$ cat config.mk
export PLATFORM = sky130hd
export DESIGN_NAME = mem_arbiter
export DESIGN_NICKNAME = d
export VERILOG_FILES = /design/src/rtl/mem_arb_pkg.sv /design/src/rtl/mem_arb_starve_cnt.sv /design/src/rtl/mem_arbiter.sv
export SDC_FILE = /design/constraint.sdc
export NUM_CORES = 1
export LEC_CHECK = 0
export ABC_AREA = 1
export CAP_MARGIN = 5
export CORE_MARGIN = 5
export CORE_UTILIZATION = 42
export DETAILED_ROUTE_END_ITERATION = 7
export PLACE_DENSITY = 0.9
export SLEW_MARGIN = 20
export SYNTH_ARGS = -nofsm -noshare
export SYNTH_HDL_FRONTEND = slang
export SYNTH_HIERARCHICAL = 1
export SYNTH_SLANG_ARGS = --single-unit
$ cat constraint.sdc
create_clock -name clk -period 2.5 [get_ports clk]
set_input_delay 0.75 -clock clk [delete_from_list [all_inputs] [get_ports clk]]
set_output_delay 0.75 -clock clk [all_outputs]
set_load 0.01 [all_outputs]
$ cat src/rtl/mem_arb_pkg.sv
// mem_arb_pkg: shared state encoding and bus widths for the mem_arbiter slice
package mem_arb_pkg;
    localparam int AW = 32;
    localparam int DW = 32;
    localparam int SW = 4;
    localparam int CW = 4;
    typedef enum logic [1:0] {IDLE, CPU_OWN, EXT_RD, EXT_WR} arb_state_t;
endpackage

$ cat src/rtl/mem_arb_starve_cnt.sv
// mem_arb_starve_cnt: counts contended CPU wins, saturating at MAX; clears on external grant
module mem_arb_starve_cnt
    import mem_arb_pkg::*;
#(
    parameter int MAX = 4
) (
    input  logic clk,
    input  logic rst,
    input  logic inc,
    input  logic clr,
    output logic sat
);
    logic [CW-1:0] cnt;

    assign sat = cnt == CW'(MAX);

    always_ff @(posedge clk or negedge rst)
        if (!rst) cnt <= '0;
        else if (clr) cnt <= '0;
        else if (inc && !sat) cnt <= cnt + CW'(1);
endmodule

$ cat src/rtl/mem_arbiter.sv
// mem_arbiter: shares one data RAM between the CPU and an external loader/debug port.
// Define MEM_ARB_STARVE_EN to force the external port through after STARVE_MAX contended CPU wins.
module mem_arbiter
    import mem_arb_pkg::*;
#(
    parameter int STARVE_MAX = 4
) (
    input  logic          clk,
    input  logic          rst,
    input  logic          cpu_rd_req,
    input  logic [AW-1:0] cpu_rd_addr,
    input  logic [SW-1:0] cpu_wr_sel,
    input  logic [AW-1:0] cpu_wr_addr,
    input  logic [DW-1:0] cpu_wr_data,
    output logic [DW-1:0] cpu_rd_data,
    output logic          cpu_stall,
    input  logic          ext_req,
    input  logic          ext_we,
    input  logic [SW-1:0] ext_sel,
    input  logic [AW-1:0] ext_addr,
    input  logic [DW-1:0] ext_wdata,
    output logic          ext_gnt,
    output logic          ext_rvalid,
    output logic [DW-1:0] ext_rdata,
    output logic          ram_ren,
    output logic [AW-1:0] ram_r_addr,
    output logic [SW-1:0] ram_wen,
    output logic [AW-1:0] ram_w_addr,
    output logic [DW-1:0] ram_w_data,
    input  logic [DW-1:0] ram_r_data
);
    arb_state_t    state, state_nx;
    logic          cpu_wr, cpu_req, arb_open, starve_sat, ext_go, cpu_go;
    logic [SW-1:0] sel_q;
    logic [AW-1:0] addr_q;
    logic [DW-1:0] wdata_q, rdata_q;

    if (STARVE_MAX < 1 || STARVE_MAX > 15) begin : g_bad_starve_max
        $error("mem_arbiter: STARVE_MAX must be in 1..15");
    end

    assign cpu_wr   = |cpu_wr_sel;
    assign cpu_req  = cpu_rd_req | cpu_wr;
    assign arb_open = (state == IDLE) || (state == CPU_OWN);

`ifdef MEM_ARB_STARVE_EN
    logic starve_inc;
    assign starve_inc = arb_open & cpu_req & ext_req & ~starve_sat;
    mem_arb_starve_cnt #(.MAX(STARVE_MAX)) u_starve (
        .clk (clk),
        .rst (rst),
        .inc (starve_inc),
        .clr (ext_go),
        .sat (starve_sat)
    );
`else
    assign starve_sat = 1'b0;
`endif

    assign ext_go      = arb_open & ext_req & (~cpu_req | starve_sat);
    assign cpu_go      = arb_open & ~ext_go;
    assign ext_gnt     = ext_go;
    assign cpu_stall   = cpu_req & ~cpu_go;
    assign ext_rvalid  = state == EXT_RD;
    assign ext_rdata   = ext_rvalid ? ram_r_data : rdata_q;
    assign cpu_rd_data = ram_r_data;

    // EXT_WR re-issues the write latched at grant, so the CPU is held off for that cycle too
    always_comb begin
        state_nx   = (arb_open && cpu_req) ? CPU_OWN : IDLE;
        ram_ren    = 1'b0;
        ram_r_addr = '0;
        ram_wen    = '0;
        ram_w_addr = '0;
        ram_w_data = '0;
        if (ext_go) begin
            state_nx   = ext_we ? EXT_WR : EXT_RD;
            ram_ren    = ~ext_we;
            ram_r_addr = ext_we ? '0 : ext_addr;
            ram_wen    = ext_we ? ext_sel : '0;
            ram_w_addr = ext_we ? ext_addr : '0;
            ram_w_data = ext_we ? ext_wdata : '0;
        end else if (cpu_go) begin
            ram_ren    = cpu_rd_req;
            ram_r_addr = cpu_rd_req ? cpu_rd_addr : '0;
            ram_wen    = cpu_wr_sel;
            ram_w_addr = cpu_wr ? cpu_wr_addr : '0;
            ram_w_data = cpu_wr ? cpu_wr_data : '0;
        end else if (state == EXT_WR) begin
            ram_wen    = sel_q;
            ram_w_addr = addr_q;
            ram_w_data = wdata_q;
        end
    end

    always_ff @(posedge clk or negedge rst)
        if (!rst) begin
            state   <= IDLE;
            sel_q   <= '0;
            addr_q  <= '0;
            wdata_q <= '0;
            rdata_q <= '0;
        end else begin
            state <= state_nx;
            if (ext_go) begin
                sel_q   <= ext_sel;
                addr_q  <= ext_addr;
                wdata_q <= ext_wdata;
            end
            if (ext_rvalid) rdata_q <= ram_r_data;
        end
endmodule

After elaboration in Yosys (flattened, before gate mapping)
Index checks and enable logic that the tools add are counted.
W data, S select, Z words.
Cells by class
  reductions and logical operators: 4
  equal/unequal tests: 3
  multiplexer cells: 24
  bitwise operators: 9
Operators by type and width (count)
  $mux W32: 15
  $mux W4: 4
  $and A1 B1 Y1: 4
  $eq A2 B2 Y1 const B: 2
  $mux W1: 4
  $not A1 Y1: 4
  $reduce_or A4 Y1: 1
  $eq A2 B1 Y1 const B: 1
  $logic_not A2 Y1: 1
  $mux W2: 1
  $logic_and A1 B1 Y1: 1
  $logic_or A1 B1 Y1: 1
  $or A1 B1 Y1: 1
Storage, ports and cells
  output and inout bits: 168
  input bits: 205
  bits in registers: 102

Logic depth before layout (Yosys ltp)
Gate-level depths: netlist (run 1).
  depth after elaboration: 8
  mapped depth: 8
  depth with buffers taken out: 5

Worst setup path before layout (run 1)
No wires, ideal clock.
  kind: input -> output
  start point: in cpu_wr_sel[3]
  end point: out ram_r_addr[0]
  stages: 7
  arrival time: 1644 ps
  slack: 106 ps
  path through: nor2_1 > nand2_1 > nor2_4 > buf_4 > buf_4 > nand3_1 > nand2_1
On the way
  longest elaborated chain between the ends: 8
Ends and longest elaborated chain
  start, declared: line mem_arbiter.sv:12  | input logic [SW-1:0] cpu_wr_sel,
  $reduce_or A4 Y1 *: line mem_arbiter.sv:42  | assign cpu_wr = |cpu_wr_sel;
  $or A1 B1 Y1 *: line mem_arbiter.sv:43  | assign cpu_req = cpu_rd_req | cpu_wr;
  $not A1 Y1 *: line mem_arbiter.sv:60  | assign ext_go = arb_open & ext_req & (~cpu_req | starve_sat);
  $and A1 B1 Y1 *: line mem_arbiter.sv:60
  $not A1 Y1: line mem_arbiter.sv:61  | assign cpu_go = arb_open & ~ext_go;
  $and A1 B1 Y1: line mem_arbiter.sv:61
  $mux W32: line mem_arbiter.sv:83  | end else if (cpu_go) begin
  $mux W32 *: line mem_arbiter.sv:76  | if (ext_go) begin
  end, declared: line mem_arbiter.sv:26  | output logic [AW-1:0] ram_r_addr,
Every way passes the cells marked *; elsewhere a longest branch is shown, timed or not.

Worst setup path in the final report (run 1)
  start point: in cpu_wr_sel[2]
  end point: out ram_w_data[16]
On the way
  longest elaborated chain between the ends: 8
  elaborated cells between the ends (all ways): 9
  classes of those cells: 3 x mux; 5 x bitwise; 1 x reduce/logical
Ends and longest elaborated chain
  $reduce_or A4 Y1 *: line mem_arbiter.sv:42
  $or A1 B1 Y1: line mem_arbiter.sv:43
  $not A1 Y1: line mem_arbiter.sv:60
  $and A1 B1 Y1: line mem_arbiter.sv:60
  $not A1 Y1: line mem_arbiter.sv:61
  $and A1 B1 Y1: line mem_arbiter.sv:61
  $mux W32: line mem_arbiter.sv:83
  $mux W32 *: line mem_arbiter.sv:76
  end, declared: line mem_arbiter.sv:29  | output logic [DW-1:0] ram_w_data,
Marks and branches as above.

==> impl_metrics.ini, run 1 <==
[run_status]
status = finished with violations
failed_checks = design-rule violations, negative setup slack

[drt]
routed_wl_um = 42320
drtAntennaViolNets = 0
routed_via_density = 5.422
wl_per_cell_um = 20.48
drc = 1
first_pass_iters = 8
routed-via-count = 11200
drt_iter0_drc = 1061

[sta]
rsz0062_at_grt = yes
fin_ws_ps = -359.0
final-setup-viol-count = 133
slew_viol_final = 0
skew_ps = 19.60
relSlewSlack_pct = 48.72
clock.fmax_mhz = 349.8
finalHoldViolations = 0
period_needed_ps = 2859
period_share_pct = 114.4
tightest_slew_ps = 769.3

[synthesis]
synth_common_cells = 444 x nand2_1, 238 x inv_1, 174 x nand3_1
synth_edf_count = 0
ys.warnings.count = 6
yosys.area.top_type = dfrtp_1
ys.flop_type = dfrtp_1
ys_top_cells_by_area = dfrtp_1 33%, nand2_1 22%, inv_1 12%
ys_ff_latch = 102
synth_nets = 1515
synth_cells = 1310
synth_top_cell_area_share_pct = 33.45
yosysMostFrequentCell = nand2_1
syn_area_per_cell_um2 = 5.825
async_reset_ff_share_pct = 100.0
synthDistinctLibCells = 15
synth_area_mm2 = 0.007631
seq_area_frac_synth_pct = 33.45

[clocking]
cts.sinks = 102
htreeDepth = 3
tritoncts = done
clk_pin_slew_worst_paths_ps = 80
cts_buffers = 9
clkLatencyLatePin_ps = 360
cts_root_buf = clkbuf_16
clockBufferDepth = 2

[floorplanning]
initial_core_util_pct = 42.63
num_io_pins = 373
die_w_um = 144.8
die_y_um = 144.8
core_area_mm2 = 0.01790
rows = 49
dieArea_mm2 = 0.02097

[critical_path]
r2r_slack_ps = 460
path_cells = buf_6 -> nor2_4 -> nand2_4 -> nor2_4 -> buf_12 -> buf_12 -> buf_8 -> buf_8 -> nand3_2 -> nand2_1 -> buf_2
critPathMaxFanout = 7
max_stage_delay_ps = 170
reg2reg_to = wdata_q[20]
cp_data_required_time_ps = 1750
r2r_cells = 7
critical_path.top_delay_family = buffers and inverters
cp.depth = 11
crit_path_start_kind = primary input
critPathKind = primary input to primary output
cp.arrival_ps = 2110
slowest_stage = nor2_4
worstReg2RegStart = state[1]
endpoint_kind = primary output
critPathBufInv = 6

[finish]
nets = 2036
drive_above_1_share_pct = 31.86
area_delta_synth_final_pct = 91.31
stdcell_count = 2066
finalInstanceArea_mm2 = 0.01460

[global_route]
grt_overflow = 0
grt_pass1_vias = 10400
use_met2_pct = 54.49
met1_usage_pct = 36.23
grt_usage_pct = 31.50
grt_antenna_before_repair = 1
grt_pass1_wl_um = 52340
met3_usage_pct = 6.967
busiest_layer = met2
grt_start_max_net_pins = 69

[power]
power.share.switching_pct = 33.66
p_sw_mw = 1.800
p_per_area_mw_per_mm2 = 366.3
clkPwrFrac_pct = 27.2
power_mw = 5.348
internal-power_mw = 3.548
pwr-share-comb_pct = 35.1
pwr-share-seq_pct = 37.7
ir_worst_vdd_v = 0.0003193
power.leakage_nw = 8.065

[hold_path]
holdCritPathClass = primary input to async pin

[place]
pre_cts_ws_ps = -995.2
numPlacedInstances = 1924
gp_congestion = 0.8834
port_buffers = 372
place_area_mm2 = 0.01227
dpl.hpwl_um = 22480

[run]
cap_violations = 0
==> final cells by class <==
class | instances | area [um2]
Clock inverter | 6 | 53.80
Tap cell | 229 | 286.5
Multi-Input combinational cell | 851 | 4298
Fill cell | 982 | 3303
Timing Repair Buffer | 627 | 6255
Inverter | 240 | 910.9
Sequential cell | 102 | 2554
Antenna cell | 1 | 2.502
Clock buffer | 10 | 239.0
==> placed cells by master, fill, tap and decap left out, types with 5 or more instances in the layout <==
cell type / n
nand2_1: 371
inv_1: 235
clkdlybuf4s50_1: 195
buf_4: 162
nor2_1: 160
nand3_1: 121
dfrtp_1: 101
buf_6: 96
buf_2: 70
nand3_2: 52
nand2_2: 51
a21oi_1: 34
buf_12: 32
dlygate4sd2_1: 32
a21oi_2: 23
nand2_4: 21
clkbuf_16: 16
buf_8: 15
a21oi_4: 7
buf_16: 6
nor2_4: 5
clkbuf_2: 5
==> worst max-delay path by stage <==
stage / startpoint / end
after detailed placement: cpu_wr_sel[3] / ram_r_addr[30]
after global placement: cpu_wr_sel[0] / ram_w_data[20]
final: cpu_wr_sel[2] / ram_w_data[16]
after global routing: cpu_wr_sel[2] / ram_ren
after CTS: cpu_wr_sel[3] / ram_w_data[31]
after floorplan: cpu_wr_sel[3] / ram_r_addr[0]
==> power by group through the flow <==
stage,clock [mW],sequential [mW],combinational [mW]
floorplan,0,1.99,0.667
global placement,0,2.01,1.57
detailed placement,0,2.02,1.61
CTS,1.43,1.99,1.65
global route,1.54,2.03,2.01
finish,1.46,2.01,1.88
==> cell families (layout without fill, tap and decap cells) <==
logic type             Yosys count  after routing  share of synthesized area (%)
other                            0              1                              0
AOI/OAI and AO/OA               66             66                          4.329
DFF                            102            102                          33.45
buffers and inverters          357            883                          20.41
and+or+nand+nor                785            785                          41.81
==> state kept, by name, indices dropped and copies added (netlist names) <==
| register | count |
|---|---|
| addr_q | 32 |
| rdata_q | 32 |
| sel_q | 4 |
| state | 2 |
| wdata_q | 32 |
==> worst reg2reg max path, delay by kind of cell (launching register included) <==
family	cells	cell delay, ps
flip-flops	1	450
AND/OR/NAND/NOR	4	500
buffers and inverters	3	1020
==> through the flow <==
step	TNS [ps]	hold WS, ps	util, %
2_1_floorplan	0	441.9	-
3_3_place_gp	-102550	453.5	68.56
3_5_place_dp	-108670	458.3	68.56
4_1_cts	-20150	244.0	74.96
5_1_grt	-28890	244.1	81.55
6_report	-24590	244.1	81.55
==> layer usage <==
metal	vias to the layer above	share of wire (%)
met2	880	49
li1	4904	-
met1	5164	33
met5	-	0
met3	254	9.8
met4	0	7.6
==> what timing repair did <==
| item | CTS | global route |
|---|---|---|
| hold buffers | 0 | 0 |
| pin swaps | 13 | 42 |
| gates cloned | 11 | 11 |
| endpoints found under the setup margin | 168 | 136 |
| buffers inserted | 61 | 53 |
| hold endpoints to repair | 0 | 0 |
| gates resized for setup | 647 | 312 |
No activity file was read; power rests on OpenSTA's default activity.
==> inputs of run 2 (changes only) <==
--- a/config.mk
+++ b/config.mk
@@ -7,10 +7,10 @@
 export LEC_CHECK = 0
 export ABC_AREA = 1
 export CAP_MARGIN = 5
-export CORE_MARGIN = 5
-export CORE_UTILIZATION = 42
+export CORE_AREA = 2 2 147 149
 export DETAILED_ROUTE_END_ITERATION = 7
-export PLACE_DENSITY = 0.9
+export DIE_AREA = 0 0 149 151
+export PLACE_DENSITY = 0.81
 export SLEW_MARGIN = 20
 export SYNTH_ARGS = -nofsm -noshare
 export SYNTH_HDL_FRONTEND = slang
==> run 2 against run 1 <==
Against the previous run: the flow finishes with violations (negative setup slack); global-route usage shrank 3.2 points; via count shrank 8.8%; design area shrank 4.0%; register-to-register slack gained 70 ps; first-iteration DRC count shrank 29%; largest cell class unchanged; highest routed layer unchanged.
==> impl_metrics.ini, run 2 (synthesis gave the netlist of run 1 again) <==
[clocking]
htreeDepth = 3
clockBufferDepth = 2
cts.sinks = 102
cts_root_buf = clkbuf_16
cts_buffers = 9
hold_buffers = 0
clkLatencyLatePin_ps = 350
clk_pin_slew_worst_paths_ps = 80
tritoncts = done

[hold_path]
holdCritPathClass = primary input to async pin

[critical_path]
max_stage_delay_ps = 140
critPathBufInv = 7
endpoint_kind = primary output
path_cells = buf_8 -> nor2_4 -> nand2_2 -> nor2_4 -> buf_12 -> buf_12 -> buf_12 -> buf_16 -> buf_4 -> nand3_2 -> nand2_1 -> buf_2
r2r_slack_ps = 530
worstReg2RegStart = state[1]
cp_data_required_time_ps = 1750
critPathKind = primary input to primary output
cp.arrival_ps = 2040
r2r_cells = 9
crit_top_cell = buf_12
critical_path.top_delay_family = buffers and inverters
critPathMaxFanout = 7
slowest_stage = buf_16
crit_path_start_kind = primary input
reg2reg_to = wdata_q[17]

[run_status]
failed_checks = negative setup slack
status = finished with violations

[place]
gp_congestion = 0.8997
port_buffers = 372
dpl.hpwl_um = 20390
pre_cts_ws_ps = -953.0
numPlacedInstances = 1962

[finish]
reg_top3 = addr_q: 32 flops, rdata_q: 32 flops, wdata_q: 32 flops
stdcell_count = 2052
nets = 1976
drive_above_1_share_pct = 28.04
layout_commonest_cell = nand2_1
layout_common_cells = 417 x nand2_1, 235 x inv_1, 196 x clkdlybuf4s50_1
area_delta_synth_final_pct = 83.64

[global_route]
grt_antenna_before_repair = 1
grt_usage_pct = 28.27
grt_pass1_vias = 9905
grt_overflow = 0
grt_pass1_wl_um = 50030
grt_start_max_net_pins = 69

[power]
power.leakage_nw = 7.520
ir_worst_vdd_v = 0.0003729
power_mw = 5.125
p_per_area_mw_per_mm2 = 365.7

[sta]
period_share_pct = 111.8
hold_ws_ps = 348.9
skew_ps = 9.272
final-setup-viol-count = 102
finalSetupTns_ps = -17630
finalHoldViolations = 0
clock.fmax_mhz = 357.8
fin_ws_ps = -294.5
rsz0062_at_grt = yes
tightest_slew_ps = 762.0
relSlewSlack_pct = 49.20
slew_viol_final = 0
period_needed_ps = 2794

[drt]
routed_wl_um = 35110
drt_iter0_drc = 753
drc = 0
first_pass_iters = 7
routed_via_density = 4.980
wl_per_cell_um = 17.11
routed-via-count = 10220
drtAntennaViolNets = 0

[floorplanning]
rows = 53
num_io_pins = 373
dieArea_mm2 = 0.02250
core_area_mm2 = 0.02082
die_y_um = 151
initial_core_util_pct = 36.65
die_w_um = 149

[run]
cap_violations = 0
[run 2: changes by cell type in the layout (fill, tap and decap cells not counted), sizes merged]
cell	previous run	this run
buf	381	296
clkbuf	22	46
clkdlybuf4s15	3	1
dlygate4sd2	32	34
clkdlybuf4s50	195	196
clkinv	3	2
clkinvlp	1	2
dlymetal6s2s	1	0
inv	242	243
[run 2: power breakdown]
part | switching (mW) | internal (mW)
Clock | 0.697 | 0.701
Sequential | 0.125 | 1.88
Combinational | 0.858 | 0.867
[run 2: what timing repair did]
item,4_1_cts,5_1_grt
gates resized for setup,613,204
cloned,18,7
setup endpoints to repair,168,135
pin swaps,15,33
hold endpoints to repair,0,0
setup buffers,41,18
[run 2: stage by stage]
step                      area (um2)  utilization, %
after floorplan                 7631               -
after global placement         12180           58.51
after detailed placement       12180           58.51
after CTS                      13490           64.80
after global routing           14010           67.30
final                          14010           67.30
[run 2: worst max-delay path by stage]
stage	from	endpoint	slack, ps	depth (start not counted)
5_1_grt	cpu_wr_sel[2]	ram_w_data[19]	-320	12
4_1_cts	cpu_wr_sel[2]	ram_w_addr[25]	-300	13
6_report	cpu_wr_sel[2]	ram_w_data[19]	-290	12
3_5_place_dp	cpu_wr_sel[3]	ram_r_addr[4]	-950	8
2_1_floorplan	cpu_wr_sel[3]	ram_r_addr[0]	110	7
3_3_place_gp	cpu_wr_sel[3]	ram_w_addr[2]	-910	8
[run 2: layout make-up]
type,instances,area [um2]
clock buffers,9,225.2
fillers,1654,6809
well taps,275,344.1
diodes,1,2.502
flip-flops and latches,102,2554
inverters,240,903.4
clock inverters,7,68.82
multi-input cells,851,4283
repair buffers,567,5633
[run 2: per-layer routing]
layer | GRT usage (%) | share of wire (%)
met4 | 14.29 | 4.2
met1 | 32.25 | 38
met5 | 0 | 0
met2 | 50.81 | 51
met3 | 5.030 | 7.4
==> inputs of run 3 (changes only) <==
--- a/config.mk
+++ b/config.mk
@@ -7,9 +7,9 @@
 export LEC_CHECK = 0
 export ABC_AREA = 1
 export CAP_MARGIN = 5
-export CORE_AREA = 2 2 147 149
+export CORE_AREA = 2 2 146 148
 export DETAILED_ROUTE_END_ITERATION = 7
-export DIE_AREA = 0 0 149 151
+export DIE_AREA = 0 0 148 150
 export PLACE_DENSITY = 0.81
 export SLEW_MARGIN = 20
 export SYNTH_ARGS = -nofsm -noshare
==> constraint.sdc (replaced) <==
create_clock -name clk -period 3.3 [get_ports clk]
set_input_delay 0.99 -clock clk [delete_from_list [all_inputs] [get_ports clk]]
set_output_delay 0.99 -clock clk [all_outputs]
set_load 0.01 [all_outputs]
==> run 3 against run 2 <==
Against the previous run: clock-buffer cell count stayed put; critical path depth decreased by 8; design area shrank 10%; sequential share of layout area increased by 2.1 points; largest power group unchanged; final cell count is 4.1% lower; the flow now finishes without violations.
==> impl_metrics.ini, run 3 (synthesis gave the netlist of run 1 again) <==
[run_status]
status = finished clean

[clocking]
cts_buffers = 9
tritoncts = done
cts_root_buf = clkbuf_16
clk_pin_slew_worst_paths_ps = 70
cts.sinks = 102
htreeDepth = 3
hold_buffers = 0
clockBufferDepth = 2
clkLatencyLatePin_ps = 350

[critical_path]
reg2reg_to = wdata_q[23]
critPathKind = primary input to primary output
r2r_cells = 7
r2r_slack_ps = 1350
endpoint_kind = primary output
cp_data_required_time_ps = 2310
worstReg2RegStart = state[1]
path_cells = clkdlybuf4s50_1 -> nand2_1 -> nand2_1 -> clkdlybuf4s50_1
critPathMaxFanout = 2
slowest_stage = clkdlybuf4s50_1
crit_path_start_kind = primary input
max_stage_delay_ps = 550
cp.arrival_ps = 2260

[drt]
routed_via_density = 4.698
drc = 0
routed_wl_um = 29340
drtAntennaViolNets = 0
first_pass_iters = 8
drt_iter0_drc = 446
wl_per_cell_um = 14.91
routed-via-count = 9241

[floorplanning]
die_w_um = 148
num_io_pins = 373
dieArea_mm2 = 0.02220
die_y_um = 150
core_area_mm2 = 0.02069
rows = 53
initial_core_util_pct = 36.88

[global_route]
grt_overflow = 0
grt_usage_pct = 25.51
grt_antenna_before_repair = 1
grt_pass1_vias = 8896
grt_pass1_wl_um = 45340
grt_start_max_net_pins = 69

[hold_path]
min_to = addr_q[3]
holdCritPathClass = register to register
worstHoldStart = addr_q[3]
hold_depth = 2

[sta]
period_needed_ps = 3250
tightest_slew_ps = 738.0
relSlewSlack_pct = 50.80
final-setup-viol-count = 0
period_share_pct = 98.50
finalHoldViolations = 0
slew_viol_final = 0
clock.fmax_mhz = 307.7
fin_ws_ps = 49.61
hold_ws_ps = 472.9
rsz0062_at_grt = yes
skew_ps = 8.454

[finish]
reg_top3 = addr_q: 32 flops, rdata_q: 32 flops, wdata_q: 32 flops
layout_commonest_cell = nand2_1
drive_above_1_share_pct = 14.49
layout_common_cells = 442 x nand2_1, 261 x clkdlybuf4s50_1, 237 x inv_1
fillCellCount = 1879
area_delta_synth_final_pct = 64.45
stdcell_count = 1967
finalInstanceArea_mm2 = 0.01255
nets = 1891

[power]
power.leakage_nw = 6.913
power_mw = 3.764
p_per_area_mw_per_mm2 = 299.9
ir_worst_vdd_v = 0.0002256

[place]
place_area_mm2 = 0.01179
dpl.hpwl_um = 19630
pre_cts_ws_ps = -625.4
gp_congestion = 0.8566
numPlacedInstances = 1906
port_buffers = 372

[run]
cap_violations = 0
-- run 3: cell types whose count changed in the layout (fill, tap and decap cells not counted), moves of 16 or more --
cell,before,now
buf_12,39,23
nand3_2,80,6
buf_4,119,66
nand3_4,17,0
clkdlybuf4s15_2,1,30
nand2_2,25,2
clkbuf_2,31,0
nand3_1,77,168
dlygate4sd2_1,34,2
clkdlybuf4s50_1,196,261
nand2_1,417,442
buf_6,41,8
-- run 3: routing by layer --
layer | GRT usage [%] | part of all wire [%] | vias up
li1 | - | - | 4609
met1 | 30.85 | 40 | 4206
met2 | 46.09 | 51 | 375
met3 | 4.085 | 6.5 | 51
met4 | 8.667 | 2.4 | 0
met5 | 0 | 0 | -
-- run 3: what timing repair did --
| action | in CTS | in global routing |
|---|---|---|
| setup buffers | 34 | 0 |
| setup endpoints to repair | 136 | 125 |
| gates cloned | 11 | 1 |
| pin swaps | 7 | 4 |
| resized for setup | 416 | 9 |
-- run 3: worst max path at each step --
stage	start	endpoint	slack [ps]
after floorplan	cpu_wr_sel[3]	ram_r_addr[0]	430
after global placement	cpu_wr_sel[3]	ram_r_addr[10]	-600
final	ram_r_data[0]	ext_rdata[0]	50
after CTS	cpu_wr_sel[3]	ram_w_addr[1]	2
after global routing	cpu_wr_sel[3]	ram_w_data[16]	-6
after detailed placement	cpu_wr_sel[3]	ram_r_addr[10]	-630
-- run 3: critical path: cells and delay by family --
| kind | cells | cell delay, ps |
|---|---|---|
| buffers and inverters | 2 | 1100 |
| AND/OR/NAND/NOR | 2 | 170 |
-- run 3: area by class of cell --
cell class | instances | area, um2 | share of cell area (%)
clock buffer | 9 | 225.2 | 1.795
inverter | 240 | 905.9 | 7.218
clock inverter | 7 | 73.82 | 0.5882
timing repair buffer | 481 | 4842 | 38.58
timing repair inverter | 1 | 6.256 | 0.04985
antenna | 1 | 2.502 | 0.01994
tap | 275 | 344.1 | 2.742
multi-input combinational | 851 | 3596 | 28.65
sequential | 102 | 2554 | 20.35
-- run 3: through the flow --
step	TNS [ps]	utilization (%)
2_1_floorplan	0	-
3_3_place_gp	-55990	56.96
3_5_place_dp	-55730	56.96
4_1_cts	0	60.63
5_1_grt	-5.666	60.66
6_report	0	60.66
-- run 3: report_power, final --
part,leakage (nW),switching (mW),internal (mW)
registers,1.19,0.0877,1.42
clock network,0.141,0.553,0.538
logic,5.58,0.549,0.615
total,6.91,1.19,2.57
